File: src/rtl/trap_ctrl_pkg.sv
// rtl/trap_ctrl_pkg.sv - shared trap cause codes, sequencer states and request priority helper
package trap_ctrl_pkg;

  // Cause codes; encoding matches the csrs cause_in decoder
  typedef enum logic [1:0] {
    NOT_EXCEPTION       = 2'b00,
    I_ADDR_MISALIGNMENT = 2'b01,
    ILLEGAL_IR          = 2'b10
  } cause_e;

  typedef enum logic [1:0] {
    S_IDLE  = 2'b00,
    S_TRAP  = 2'b01,
    S_RET   = 2'b10,
    S_REDIR = 2'b11
  } state_e;

  typedef enum logic [1:0] {
    REQ_NONE     = 2'b00,
    REQ_ILLEGAL  = 2'b01,
    REQ_MRET     = 2'b10,
    REQ_MISALIGN = 2'b11
  } req_e;

  // Oldest instruction wins: ID-stage events beat the younger IF-stage fetch fault
  function automatic req_e prio_sel(input logic illegal, input logic mret, input logic misaligned);
    if (illegal)         return REQ_ILLEGAL;
    else if (mret)       return REQ_MRET;
    else if (misaligned) return REQ_MISALIGN;
    else                 return REQ_NONE;
  endfunction

endpackage

File: src/rtl/trap_ctrl.sv
// rtl/trap_ctrl.sv - trap/return sequencer driving csrs pulses, pipeline flush and PC redirect
module trap_ctrl
  import trap_ctrl_pkg::*;
(
  input  logic        i_clk,
  input  logic        i_rst_n,
  input  logic        i_if_misaligned,
  input  logic [31:0] i_if_pc,
  input  logic [31:0] i_if_target,
  input  logic        i_id_illegal,
  input  logic        i_id_mret,
  input  logic [31:0] i_id_pc,
  input  logic [31:0] i_id_ir,
  input  logic [31:0] i_mtvec_in,
  input  logic [31:0] i_mepc_in,
  output logic [1:0]  o_cause_out,
  output logic [31:0] o_epc_out,
  output logic [31:0] o_tval_out,
  output logic        o_is_mret,
  output logic        o_flush_n,
  output logic        o_redirect,
  output logic [31:0] o_redirect_pc,
  output logic        o_busy
);

  state_e      r_state;
  cause_e      r_cause;
  logic [31:0] r_epc;
  logic [31:0] r_tval;
  logic        r_is_mret;
  logic        r_flush_n;
  logic        r_redirect;
  logic [31:0] r_redirect_pc;
  logic        r_busy;
  req_e        w_req;

  assign w_req = prio_sel(i_id_illegal, i_id_mret, i_if_misaligned);

  // Sequencer: IDLE samples requests, TRAP/RET pulse the csrs for one cycle, REDIR loads the PC.
  // epc/tval/redirect_pc are only rewritten when a new trap or redirect is taken.
  always_ff @(posedge i_clk or negedge i_rst_n) begin
    if (!i_rst_n) begin
      r_state       <= S_IDLE;
      r_cause       <= NOT_EXCEPTION;
      r_epc         <= 32'h0;
      r_tval        <= 32'h0;
      r_is_mret     <= 1'b0;
      r_flush_n     <= 1'b1;
      r_redirect    <= 1'b0;
      r_redirect_pc <= 32'h0;
      r_busy        <= 1'b0;
    end else begin
      case (r_state)
        S_IDLE: begin
          r_cause    <= NOT_EXCEPTION;
          r_is_mret  <= 1'b0;
          r_flush_n  <= 1'b1;
          r_redirect <= 1'b0;
          r_busy     <= 1'b0;
          case (w_req)
            REQ_ILLEGAL: begin
              r_state   <= S_TRAP;
              r_cause   <= ILLEGAL_IR;
              r_epc     <= i_id_pc;
              r_tval    <= i_id_ir;
              r_flush_n <= 1'b0;
              r_busy    <= 1'b1;
            end
            REQ_MRET: begin
              r_state   <= S_RET;
              r_is_mret <= 1'b1;
              r_flush_n <= 1'b0;
              r_busy    <= 1'b1;
            end
            REQ_MISALIGN: begin
              r_state   <= S_TRAP;
              r_cause   <= I_ADDR_MISALIGNMENT;
              r_epc     <= i_if_pc;
              r_tval    <= i_if_target;
              r_flush_n <= 1'b0;
              r_busy    <= 1'b1;
            end
            default: r_state <= S_IDLE;
          endcase
        end
        S_TRAP: begin
          r_state       <= S_REDIR;
          r_cause       <= NOT_EXCEPTION;
          r_redirect    <= 1'b1;
          r_redirect_pc <= i_mtvec_in;
        end
        S_RET: begin
          // mepc is captured here, before the csrs return update can disturb the read path
          r_state       <= S_REDIR;
          r_is_mret     <= 1'b0;
          r_redirect    <= 1'b1;
          r_redirect_pc <= i_mepc_in;
        end
        default: begin
          r_state    <= S_IDLE;
          r_flush_n  <= 1'b1;
          r_redirect <= 1'b0;
          r_busy     <= 1'b0;
        end
      endcase
    end
  end

  assign o_cause_out   = r_cause;
  assign o_epc_out     = r_epc;
  assign o_tval_out    = r_tval;
  assign o_is_mret     = r_is_mret;
  assign o_flush_n     = r_flush_n;
  assign o_redirect    = r_redirect;
  assign o_redirect_pc = r_redirect_pc;
  assign o_busy        = r_busy;

endmodule

File: config.mk
export PLATFORM = sky130hd
export DESIGN_NAME = trap_ctrl
export DESIGN_NICKNAME = d
export VERILOG_FILES = /design/src/rtl/trap_ctrl_pkg.sv /design/src/rtl/trap_ctrl.sv
export SDC_FILE = /design/constraint.sdc
export NUM_CORES = 1
export LEC_CHECK = 0
export CAP_MARGIN = 20
export CORE_MARGIN = 5
export CORE_UTILIZATION = 42
export CTS_BUF_LIST = sky130_fd_sc_hd__clkbuf_4 sky130_fd_sc_hd__clkbuf_8 sky130_fd_sc_hd__clkbuf_16
export CTS_CLUSTER_SIZE = 14
export DETAILED_ROUTE_END_ITERATION = 7
export GPL_ROUTABILITY_DRIVEN = 1
export PLACE_DENSITY = 0.95
export SLEW_MARGIN = 10
export SYNTH_ARGS = -nofsm -noshare
export SYNTH_HDL_FRONTEND = slang
export SYNTH_SLANG_ARGS = --single-unit
File: constraint.sdc
create_clock -name i_clk -period 4.12 [get_ports i_clk]
set_input_delay 0.412 -clock i_clk [delete_from_list [all_inputs] [get_ports i_clk]]
set_output_delay 0.412 -clock i_clk [all_outputs]
set_load 0.005 [all_outputs]
== Word-level counts from Yosys, hierarchy flattened ==
Index checks and enable logic that the tools add are counted.

* Flip-flop bits (word level): 104
* Input bits: 197
* Output and inout port bits: 102

* Eq/ne operators: 5
* Muxes and demuxes: 17
* Reductions and logical operators: 9

{| class="wikitable"
|+ Operators with widths
! operator !! number
|-
| one-hot mux 32 bit (2 select lines) || 3
|-
| one-hot mux 2 bit (2 select lines) || 4
|-
| nonzero test 2 bit || 4
|-
| equality test 2 bit (second input constant) || 3
|-
| 2-to-1 mux 2 bit || 3
|-
| one-hot mux 1 bit (2 select lines) || 3
|-
| equality test 2 x 1 -> 1 bit (second input constant) || 2
|-
| 2-to-1 mux 1 bit || 4
|-
| OR reduction 2 bit || 2
|-
| OR reduction 3 bit || 1
|-
| logical NOT 2 bit || 1
|-
| AND reduction 2 bit || 1
|}

== Logic depth before layout (Yosys ltp) ==
Gate-level depths: netlist of run 1.

* Word-level depth: 7
* Depth in mapped cells: 6
* Depth with buffers taken out: 5

== Least setup slack after synthesis of run 1 ==
OpenSTA, ideal clock, no wires.

* Kind: register to register
* Start: register r_state[0]
* End: register r_epc[21], in the netlist o_epc_out[21]
* Library setup time: 0.125 ns
* Arrival time: 1.548 ns
* Path slack: 2.447 ns
* Stages on the path, launching flop included: 7
* Clock period less this slack: 1.673 ns
* Cell sequence: dfrtp_1 inv_1 ha_1 o21a_1 buf_2 buf_2 mux2_2

* Longest elaborated chain between the ends: 2

{| class="wikitable"
|+ Ends and longest elaborated chain
! element !! line !! RTL
|-
| from (decl) || trap_ctrl.sv:26 || <nowiki>state_e r_state;</nowiki>
|-
| from (signal assigned) || trap_ctrl.sv:43 || <nowiki>r_state <= S_IDLE;</nowiki>
|-
| from (signal assigned) || trap_ctrl.sv:62 || <nowiki>r_state <= S_TRAP;</nowiki>
|-
| from (signal assigned) || trap_ctrl.sv:70 || <nowiki>r_state <= S_RET;</nowiki>
|-
| logical NOT 2 bit || trap_ctrl.sv:53 || <nowiki>case (r_state)</nowiki>
|-
| AND reduction 2 bit (no line) || - ||
|-
| to (signal assigned) || trap_ctrl.sv:64 || <nowiki>r_epc <= i_id_pc;</nowiki>
|-
| to (signal assigned) || trap_ctrl.sv:78 || <nowiki>r_epc <= i_if_pc;</nowiki>
|-
| to (decl) || trap_ctrl.sv:28 || <nowiki>logic [31:0] r_epc;</nowiki>
|}

No other way between the ends.
A chain may end at the register's enable or synchronous reset.

== Worst setup path after layout of run 1 ==
* Start: input i_if_misaligned
* End: register r_tval[27], in the netlist o_tval_out[27]

* Longest elaborated chain between the ends: 6
* Elaborated cells between the ends (all ways): 8

{| class="wikitable"
|+ Ends and longest elaborated chain
! element !! line !! RTL
|-
| from (decl) || trap_ctrl.sv:7 || <nowiki>input logic i_if_misaligned,</nowiki>
|-
| 2-to-1 mux 2 bit * || trap_ctrl_pkg.sv:29 || <nowiki>else if (misaligned) return REQ_MISALIGN;</nowiki>
|-
| 2-to-1 mux 2 bit * || trap_ctrl_pkg.sv:28 || <nowiki>else if (mret) return REQ_MRET;</nowiki>
|-
| 2-to-1 mux 2 bit * || trap_ctrl_pkg.sv:27 || <nowiki>if (illegal) return REQ_ILLEGAL;</nowiki>
|-
| equality test 2 bit / equality test 2 x 1 -> 1 bit (equally long branches) || trap_ctrl.sv:60 || <nowiki>case (w_req)</nowiki>
|-
| nonzero test 2 bit (no line) || - ||
|-
| AND reduction 2 bit (no line) || - ||
|-
| to (signal assigned) || trap_ctrl.sv:65 || <nowiki>r_tval <= i_id_ir;</nowiki>
|-
| to (signal assigned) || trap_ctrl.sv:79 || <nowiki>r_tval <= i_if_target;</nowiki>
|-
| to (decl) || trap_ctrl.sv:29 || <nowiki>logic [31:0] r_tval;</nowiki>
|}

Mark *: on every way between the ends. The rest lies on a longest branch, timed or not.

==> results.md, run 1 <==
Detailed routing:
- The DRC violation count after routing is 0.
- After detailed routing, the average wire length per cell comes to 19.3 µm.
- The first detailed-routing pass ran for 5 iterations.
- The iteration-0 DRC count of the detailed router is 166.
- The total number of vias is 4196.
- The average vias per placed instance is 4.95.
- The residual antenna-violating net count after detailed routing is 0.
- The wire length reported by the detailed router is 16400 µm.

Outcome:
- The flow ran to the end, and the final reports show no timing, DRC or antenna violations.

Timing:
- After routing, the total negative slack on setup checks comes to 0 ns.
- Setup repair after global routing left no endpoint under its margin.
- The final-report hold violation count is 0.
- The final-report setup violation count is 0.
- Clock skew on the completed layout was measured at 0.00628 ns.
- The transition time at the pin with the least slew margin is 1.07 ns.
- Measured against its own limit, the worst slew margin works out to 28.4%.
- Derived from the worst setup path, the maximum achievable clock frequency is 0.439 GHz.
- The number of max-slew violations in the final report is 0.
- In the finished design, the share of the clock period the worst path needs comes to 55.3%.
- The smallest clock period supported by the final layout is computed as ~2.3 ns.

Worst setup path:
- The startpoint of the lowest-slack register-to-register path is r_state[0].
- The required arrival time at the worst endpoint is 4.34 ns.
- The critical path capture point is o_tval_out[27].
- STA classifies the critical path endpoint as a register.
- The arrival time at the worst endpoint is 2.50 ns.
- The endpoint of the worst-slack reg-to-reg timing path is o_tval_out[27].
- STA classifies the critical path startpoint as an input port.
- The launching element of the worst setup path is i_if_misaligned.
- The setup slack of the worst register-to-register path is about 1.9 ns.
- The largest fanout of any net on the critical path is 64.
- The setup path with the least slack is of type in2reg.
- The count of cells along the worst register-to-register path is 4.

Synthesis:
- Counting every net in the synthesized netlist gives 585.
- The share of the synthesized area in the top cell type is between 40% and 50%.
- The simple-gate share of the synthesized area is 3.30%.
- After synthesis, the mean cell area works out to 13.7 µm².
- The combinational family with the most area after synthesis is multiplexers.
- After technology mapping, the gate count stands at roughly 380.
- In this run, synthesis produced a sequential element count of around 100.
- The part of the Yosys area used for sequential elements is between 40% and 50%.
- During synthesis, Yosys emitted a total of 0 warnings.
- Summing the areas of all compound-gate instances in the mapped netlist gives 4.25% of the synthesized area.
- Of the total synthesized cell area, the portion taken by full adders, half adders and majority gates is less than 1%.
- The portion of synthesized area spent on multiplexers is a little under two fifths.
- The cell area after synthesis is 0.00527 mm².
- The largest total area in the synthesized netlist belongs to sky130_fd_sc_hd__dfrtp_1.
- The fraction of synthesized cell area in xor and xnor cells is 0%.
- After synthesis, the cell types taking the most area are sky130_fd_sc_hd__dfrtp_1 (49%), sky130_fd_sc_hd__mux2_4 (22%), sky130_fd_sc_hd__mux2_2 (9.6%).
- The number of distinct library cell variants in the gate-level netlist after synthesis is 26.

Clocking:
- In this run the number of H-tree levels came out at 3.
- The number of sinks driven by the clock tree is 104.
- Once the clock tree was built, the resizer swapped 0 gates to a different size.
- TritonCTS built the clock tree.
- The clock root buffer is sky130_fd_sc_hd__clkbuf_16.
- The CTS clock-pin slew for the worst setup and hold paths is around 0.07 ns.
- The buffer count from post-CTS setup fixing is 0.
- Clock latency on the worst-skew pair, taken at its later pin, is 0.35 ns.
- The maximum clock path buffer count is 2.
- Buffers inserted to repair hold after CTS numbered 0.
- The number of buffers added by the clock tree synthesis step is 9.

Floorplanning:
- For this design the top-level I/O count stands at 299.
- From bottom edge to top edge, the die measures 122 µm.
- The effective utilization at floorplan is 42.3%.
- In this run the standard cell core region covers 0.0125 mm².
- The number of cell rows is 41.
- The die is 122 µm wide.
- The die covers 0.0149 mm².

Layout:
- The most common library cell in the layout ignoring fill and taps is sky130_fd_sc_hd__clkdlybuf4s50_1.
- The number of fill cells is 875.
- Cells with a size suffix above 1 make up 21.7% of the layout.
- 0 antenna diodes ended up in the layout.
- Relative to the synthesized area, the layout overhead comes to 64.4%.
- The final standard cell area without fillers is 0.00866 mm².
- At the end of the flow, the number of nets in the layout was 872.
- In the layout the commonest cells are sky130_fd_sc_hd__clkdlybuf4s50_1 (297), sky130_fd_sc_hd__dfrtp_1 (103), sky130_fd_sc_hd__mux2_4 (76).

Power:
- The ratio of total power to cell area is 652 mW/mm².
- The worst supply voltage drop on vdd is 0.000619 V.
- Summed over all cells, the static leakage comes to 0.00361 µW.

Worst hold path:
- The path class of the tightest hold or removal check is in2async.

GRT:
- The initial antenna violation count is 0.
- Summed over all layers, the global routing overflow is 0.
- Across every metal layer, demand over resource in global routing totals 21.5%.
- The wire length of the first global-routing pass is 24500 µm.
- The number of global-route vias before repair is between 4k and 5k.
- Entering global routing, the biggest net connects 74 pins.

Job:
- The reported max-cap violation count is 0.

Place:
- The weighted congestion at the end of routability-driven global placement is 0.795.
- The half-perimeter wire length after detailed placement is approximately 13000 µm.
- Buffers placed on the I/O ports in this run total 298.
- Summing all placed instances gives a cell area of approximately 0.0083 mm².
[cells by family (layout without fill, tap and decap cells)]
family,count (synthesis),count (layout)
mux,158,158
flops,104,104
compound gates,43,43
simple gates,41,41
buf+inv,34,326
fa+ha+maj,4,4
[metal layers]
| layer | wire length (µm) | GRT usage, % | vias up |
|---|---|---|---|
| li1 | - | - | 1923 |
| met1 | 6030 | 23.6 | 2040 |
| met2 | 8480 | 39.1 | 197 |
| met3 | 1340 | 5.57 | 36 |
| met4 | 548 | 9.38 | 0 |
| met5 | 0 | 0 | - |
[report_power, final]
part	total [µW]	switching, µW	internal [µW]
Clock	874	396	478
Sequential	1860	300	1560
Combinational	2920	1110	1810
Total	5650	1810	3840
[synth_stat cells]
master and n:
sky130_fd_sc_hd__o21a_1 1, sky130_fd_sc_hd__nor2_1 34, sky130_fd_sc_hd__nand2_1 1, sky130_fd_sc_hd__a21oi_1 37
sky130_fd_sc_hd__mux2_1 1, sky130_fd_sc_hd__dfrtp_1 103, sky130_fd_sc_hd__a21o_1 1, sky130_fd_sc_hd__mux2_4 76
sky130_fd_sc_hd__o21ai_0 1, sky130_fd_sc_hd__buf_1 3, sky130_fd_sc_hd__ha_1 4, sky130_fd_sc_hd__inv_1 8
sky130_fd_sc_hd__clkbuf_1 6, sky130_fd_sc_hd__mux2i_1 36, sky130_fd_sc_hd__nor3b_2 1, sky130_fd_sc_hd__nor2b_1 1
sky130_fd_sc_hd__mux2_2 45, sky130_fd_sc_hd__nor3_1 2, sky130_fd_sc_hd__buf_2 6, sky130_fd_sc_hd__and2_1 1
sky130_fd_sc_hd__buf_6 6, sky130_fd_sc_hd__buf_4 2, sky130_fd_sc_hd__o22ai_1 3, sky130_fd_sc_hd__dfstp_2 1
sky130_fd_sc_hd__clkbuf_4 3, sky130_fd_sc_hd__nand3b_1 1
[worst max-delay path, stage by stage]
cell and delay (ns):
sky130_fd_sc_hd__clkdlybuf4s50_1 0.53, sky130_fd_sc_hd__nor2b_1 0.22, sky130_fd_sc_hd__o21a_4 0.83, sky130_fd_sc_hd__mux2_2 0.44
[state kept, by name (all words and copies together) (netlist names)]
signal         count
r_state            2
o_epc_out         32
o_busy             1
o_tval_out        32
o_redirect_pc     32
o_cause_out        2
o_is_mret          1
o_redirect         1
o_flush_n          1
[through the flow]
step / worst slack [ns] / cells / hold WS (ns) / total power, µW / util (%)
after floorplan: 2.45 / 384 / 0.116 / 3210 / -
after global placement: 1.55 / 831 / 0.455 / 4620 / 66.9
after detailed placement: 1.49 / 831 / 0.487 / 4760 / 66.9
after CTS: 1.86 / 847 / 0.226 / 5670 / 69.3
after global routing: 1.78 / 848 / 0.275 / 5980 / 69.5
final: 1.84 / 848 / 0.192 / 5650 / 69.5
[worst min path at each step]
stage,startpoint,to,depth (start not counted)
global placement,o_flush_n,o_flush_n,2
detailed placement,o_busy,o_busy,1
CTS,i_rst_n,o_tval_out[30],1
global route,i_rst_n,o_tval_out[10],1
floorplan,i_rst_n,o_busy,0
finish,i_rst_n,o_tval_out[13],1
[final cells by class]
cell class / count / area, µm² / share of cell area (%)
clock buffer: 9 / 225 / 2.60
clock inverter: 7 / 81.3 / 0.939
inverter: 8 / 30.0 / 0.347
multi-input combinational: 246 / 2490 / 28.7
sequential: 104 / 2600 / 30.1
tap: 172 / 215 / 2.48
timing repair buffer: 302 / 3020 / 34.9
(Power assumes the default switching activity.)
==> run 2, diff against run 1 <==
--- a/config.mk
+++ b/config.mk
@@ -7,12 +7,12 @@
 export LEC_CHECK = 0
 export CAP_MARGIN = 20
 export CORE_MARGIN = 5
-export CORE_UTILIZATION = 42
+export CORE_UTILIZATION = 35
 export CTS_BUF_LIST = sky130_fd_sc_hd__clkbuf_4 sky130_fd_sc_hd__clkbuf_8 sky130_fd_sc_hd__clkbuf_16
 export CTS_CLUSTER_SIZE = 14
 export DETAILED_ROUTE_END_ITERATION = 7
 export GPL_ROUTABILITY_DRIVEN = 1
-export PLACE_DENSITY = 0.95
+export PLACE_DENSITY = 0.86
 export SLEW_MARGIN = 10
 export SYNTH_ARGS = -nofsm -noshare
 export SYNTH_HDL_FRONTEND = slang
==> constraint.sdc (replaced) <==
create_clock -name i_clk -period 2 [get_ports i_clk]
set_input_delay 0.2 -clock i_clk [delete_from_list [all_inputs] [get_ports i_clk]]
set_output_delay 0.2 -clock i_clk [all_outputs]
set_load 0.005 [all_outputs]
==> results.md, run 2 (synthesis results as in run 1) <==
Outcome:
- The run finished with clean final reports.

Layout:
- The library cell used most frequently in the layout, excluding fill and tap cells, is sky130_fd_sc_hd__clkdlybuf4s50_1.
- The share of final-layout standard cells stronger than drive strength 1 is 24.2%.
- Relative to the synthesized area, the layout overhead comes to 69.1%.
- The final layout contains a little under 900 nets.
- The count of non-filler cells in the finished layout is 883.
- The repair_antennas step left the layout with diodes totalling 0.
- Counting the fill cells in the layout gives approximately 1.1k.
- In the layout the commonest cells are sky130_fd_sc_hd__clkdlybuf4s50_1 (297), sky130_fd_sc_hd__dfrtp_1 (103), sky130_fd_sc_hd__mux2_4 (76).

Detailed routing:
- The first detailed-routing pass ran for 4 iterations.
- The wire length reported by the detailed router is 16400 µm.
- The average routed wire per standard cell is approximately 19 µm.
- After detailed routing, the number of vias per cell comes to roughly 4.8.
- The total number of vias is 4224.
- In the routed design, unresolved DRC markers number 0.
- The residual antenna-violating net count after detailed routing is 0.
- The iteration-0 DRC count of the detailed router is 129.

Place:
- The congestion estimate from routability-driven global placement came to just under 0.8.
- The half-perimeter wire length after detailed placement is 13300 µm.
- The number of port buffers is 298.
- Once placement completed, the tool counted placed cells totaling about 870.
- Timing analysis after detailed placement gives a worst setup slack of -0.0450 ns.

GRT:
- In the global route stage, overall resource usage came out at between 10% and 20%.
- The layer flagged by global routing as most heavily used is met2.
- The wire length of the first global-routing pass is 25900 µm.
- The pin count of the biggest net entering global routing is 55.
- The total congestion overflow after global routing is 0.
- The met2 demand-to-capacity share in global routing is between 30 and 40%.
- The initial antenna violation count is 0.
- In the global route stage, met3 resource usage came out at 5.09%.
- The number of global-route vias before repair is between 4k and 5k.
- Global routing used 20.6% of the available met1 tracks.

Worst setup path:
- The critical setup path kind is in2reg.
- For flop-to-flop paths, the worst setup slack is 0.32 ns.
- The count of cells along the worst register-to-register path is 5.
- In this run the worst setup path begins at i_id_mret.
- The startpoint type of the worst setup path is an input port.
- The worst register-to-register path ends at o_epc_out[1].
- The arrival time at the worst endpoint is 1.91 ns.
- The worst setup path is captured at a register.
- The startpoint of the lowest-slack register-to-register path is r_state[0].
- Of all nets on the critical path, the largest fanout is 15.
- STA puts the critical path data required time at 2.22 ns.
- In this run the worst setup path terminates at o_epc_out[7].

Timing:
- The largest clock skew in the final design is 0.00568 ns.
- The number of max-slew violations in the final report is 0.
- The tightest slew margin relative to the limit is 65.5%.
- Setup total negative slack on the finished layout was measured at 0 ns.
- Setup violations remaining at the end of the flow were counted as 0.
- Setup repair after global routing left no endpoint under its margin.
- At the pin with the least slew margin, the transition time is 0.518 ns.
- The final cycle utilization of the critical path is 84.6%.
- The worst path needs approximately 1.7 ns of the cycle, external delays included.
- The final-report hold violation count is 0.
- The maximum frequency from static timing analysis is 0.591 GHz.
- Across all setup checks in the final design, the least slack found is 0.308 ns.

Clocking:
- The tree built by TritonCTS fans out to 104 sinks.
- The post-cts sizing count is 0.
- In this run the clock root is driven by a sky130_fd_sc_hd__clkbuf_16.
- After clock tree synthesis, the clock-pin slew on the worst setup and hold paths is 0.07 ns.
- Buffers inserted to repair hold after CTS numbered 1.
- The TritonCTS clock tree is yes.
- The clock reaches the later pin of the worst-skew pair after 0.34 ns.
- The H-tree depth is 3.
- The buffer count from post-CTS setup fixing is 0.
- The number of buffers added by the clock tree synthesis step is 9.
- The maximum clock path buffer count is 2.

Power:
- VDD sags by at most about 0.00075 V.
- The ratio of total power to cell area is 1310 mW/mm².
- After layout, the design draws a total of 11700 µW.
- The analysis attributes to cell leakage a power of 0.00375 µW.

Floorplanning:
- The die is 133 µm tall.
- The floorplan step defined a die boundary enclosing 0.0176 mm².
- The core region is 0.0146 mm².
- The width of the chip is 133 µm.
- In this run the count of I/O pins placed on the die edge is 299.
- Once the floorplan was initialized, standard cells occupied 36.0% of the core.
- The number of cell rows is 44.

Worst hold path:
- The class of the tightest hold or removal check is in2async.

Job:
- The tool flagged a number of max-cap violations equal to 0.
## run 2: metrics by stage
step / cell area [µm²] / util [%] / hold slack (ns)
final: 8910 / 60.9 / 0.409
after global routing: 8910 / 60.9 / 0.452
after floorplan: 5270 / - / -0.0956
after detailed placement: 8590 / 58.6 / 0.212
after global placement: 8590 / 58.6 / 0.197
after CTS: 8910 / 60.9 / 0.408
## run 2: metal layers
layer  wire [µm]  vias up
li1            -     1969
met1        6180     2036
met2        8620      182
met3        1110       37
met4         539        0
met5           0        -
## run 2: area by class of cell
class                   instances  area (µm²)  share of cell area [%]
repair buffers                325        3250                    36.5
clock buffers                  12         260                    2.92
well taps                     184         230                    2.58
flip-flops and latches        104        2600                    29.2
clock inverters                 4        52.6                   0.590
multi-input cells             246        2490                    27.9
inverters                       8        30.0                   0.337
## run 2: power breakdown
part / switching, µW / internal [µW] / leakage, µW / total (µW)
clock: 754 / 1060 / 0.000156 / 1810
sequential: 604 / 3210 / 0.00121 / 3820
combinational: 2280 / 3760 / 0.00239 / 6040
## run 2: critical path, stage by stage
cell and delay, ns:
sky130_fd_sc_hd__clkdlybuf4s50_1 0.46, sky130_fd_sc_hd__nor3b_4 0.27, sky130_fd_sc_hd__buf_12 0.19, sky130_fd_sc_hd__buf_12 0.17, sky130_fd_sc_hd__mux2_2 0.34, sky130_fd_sc_hd__mux2_2 0.26
## run 2: worst min-delay path by stage
stage	slack, ns	cells after the start	from	to
floorplan	-0.1	0	i_rst_n	o_busy
global placement	0.20	1	i_rst_n	o_redirect
detailed placement	0.21	1	i_rst_n	o_redirect
CTS	0.41	2	i_rst_n	o_redirect
global route	0.45	2	i_rst_n	o_redirect_pc[18]
finish	0.41	2	i_rst_n	o_redirect_pc[18]
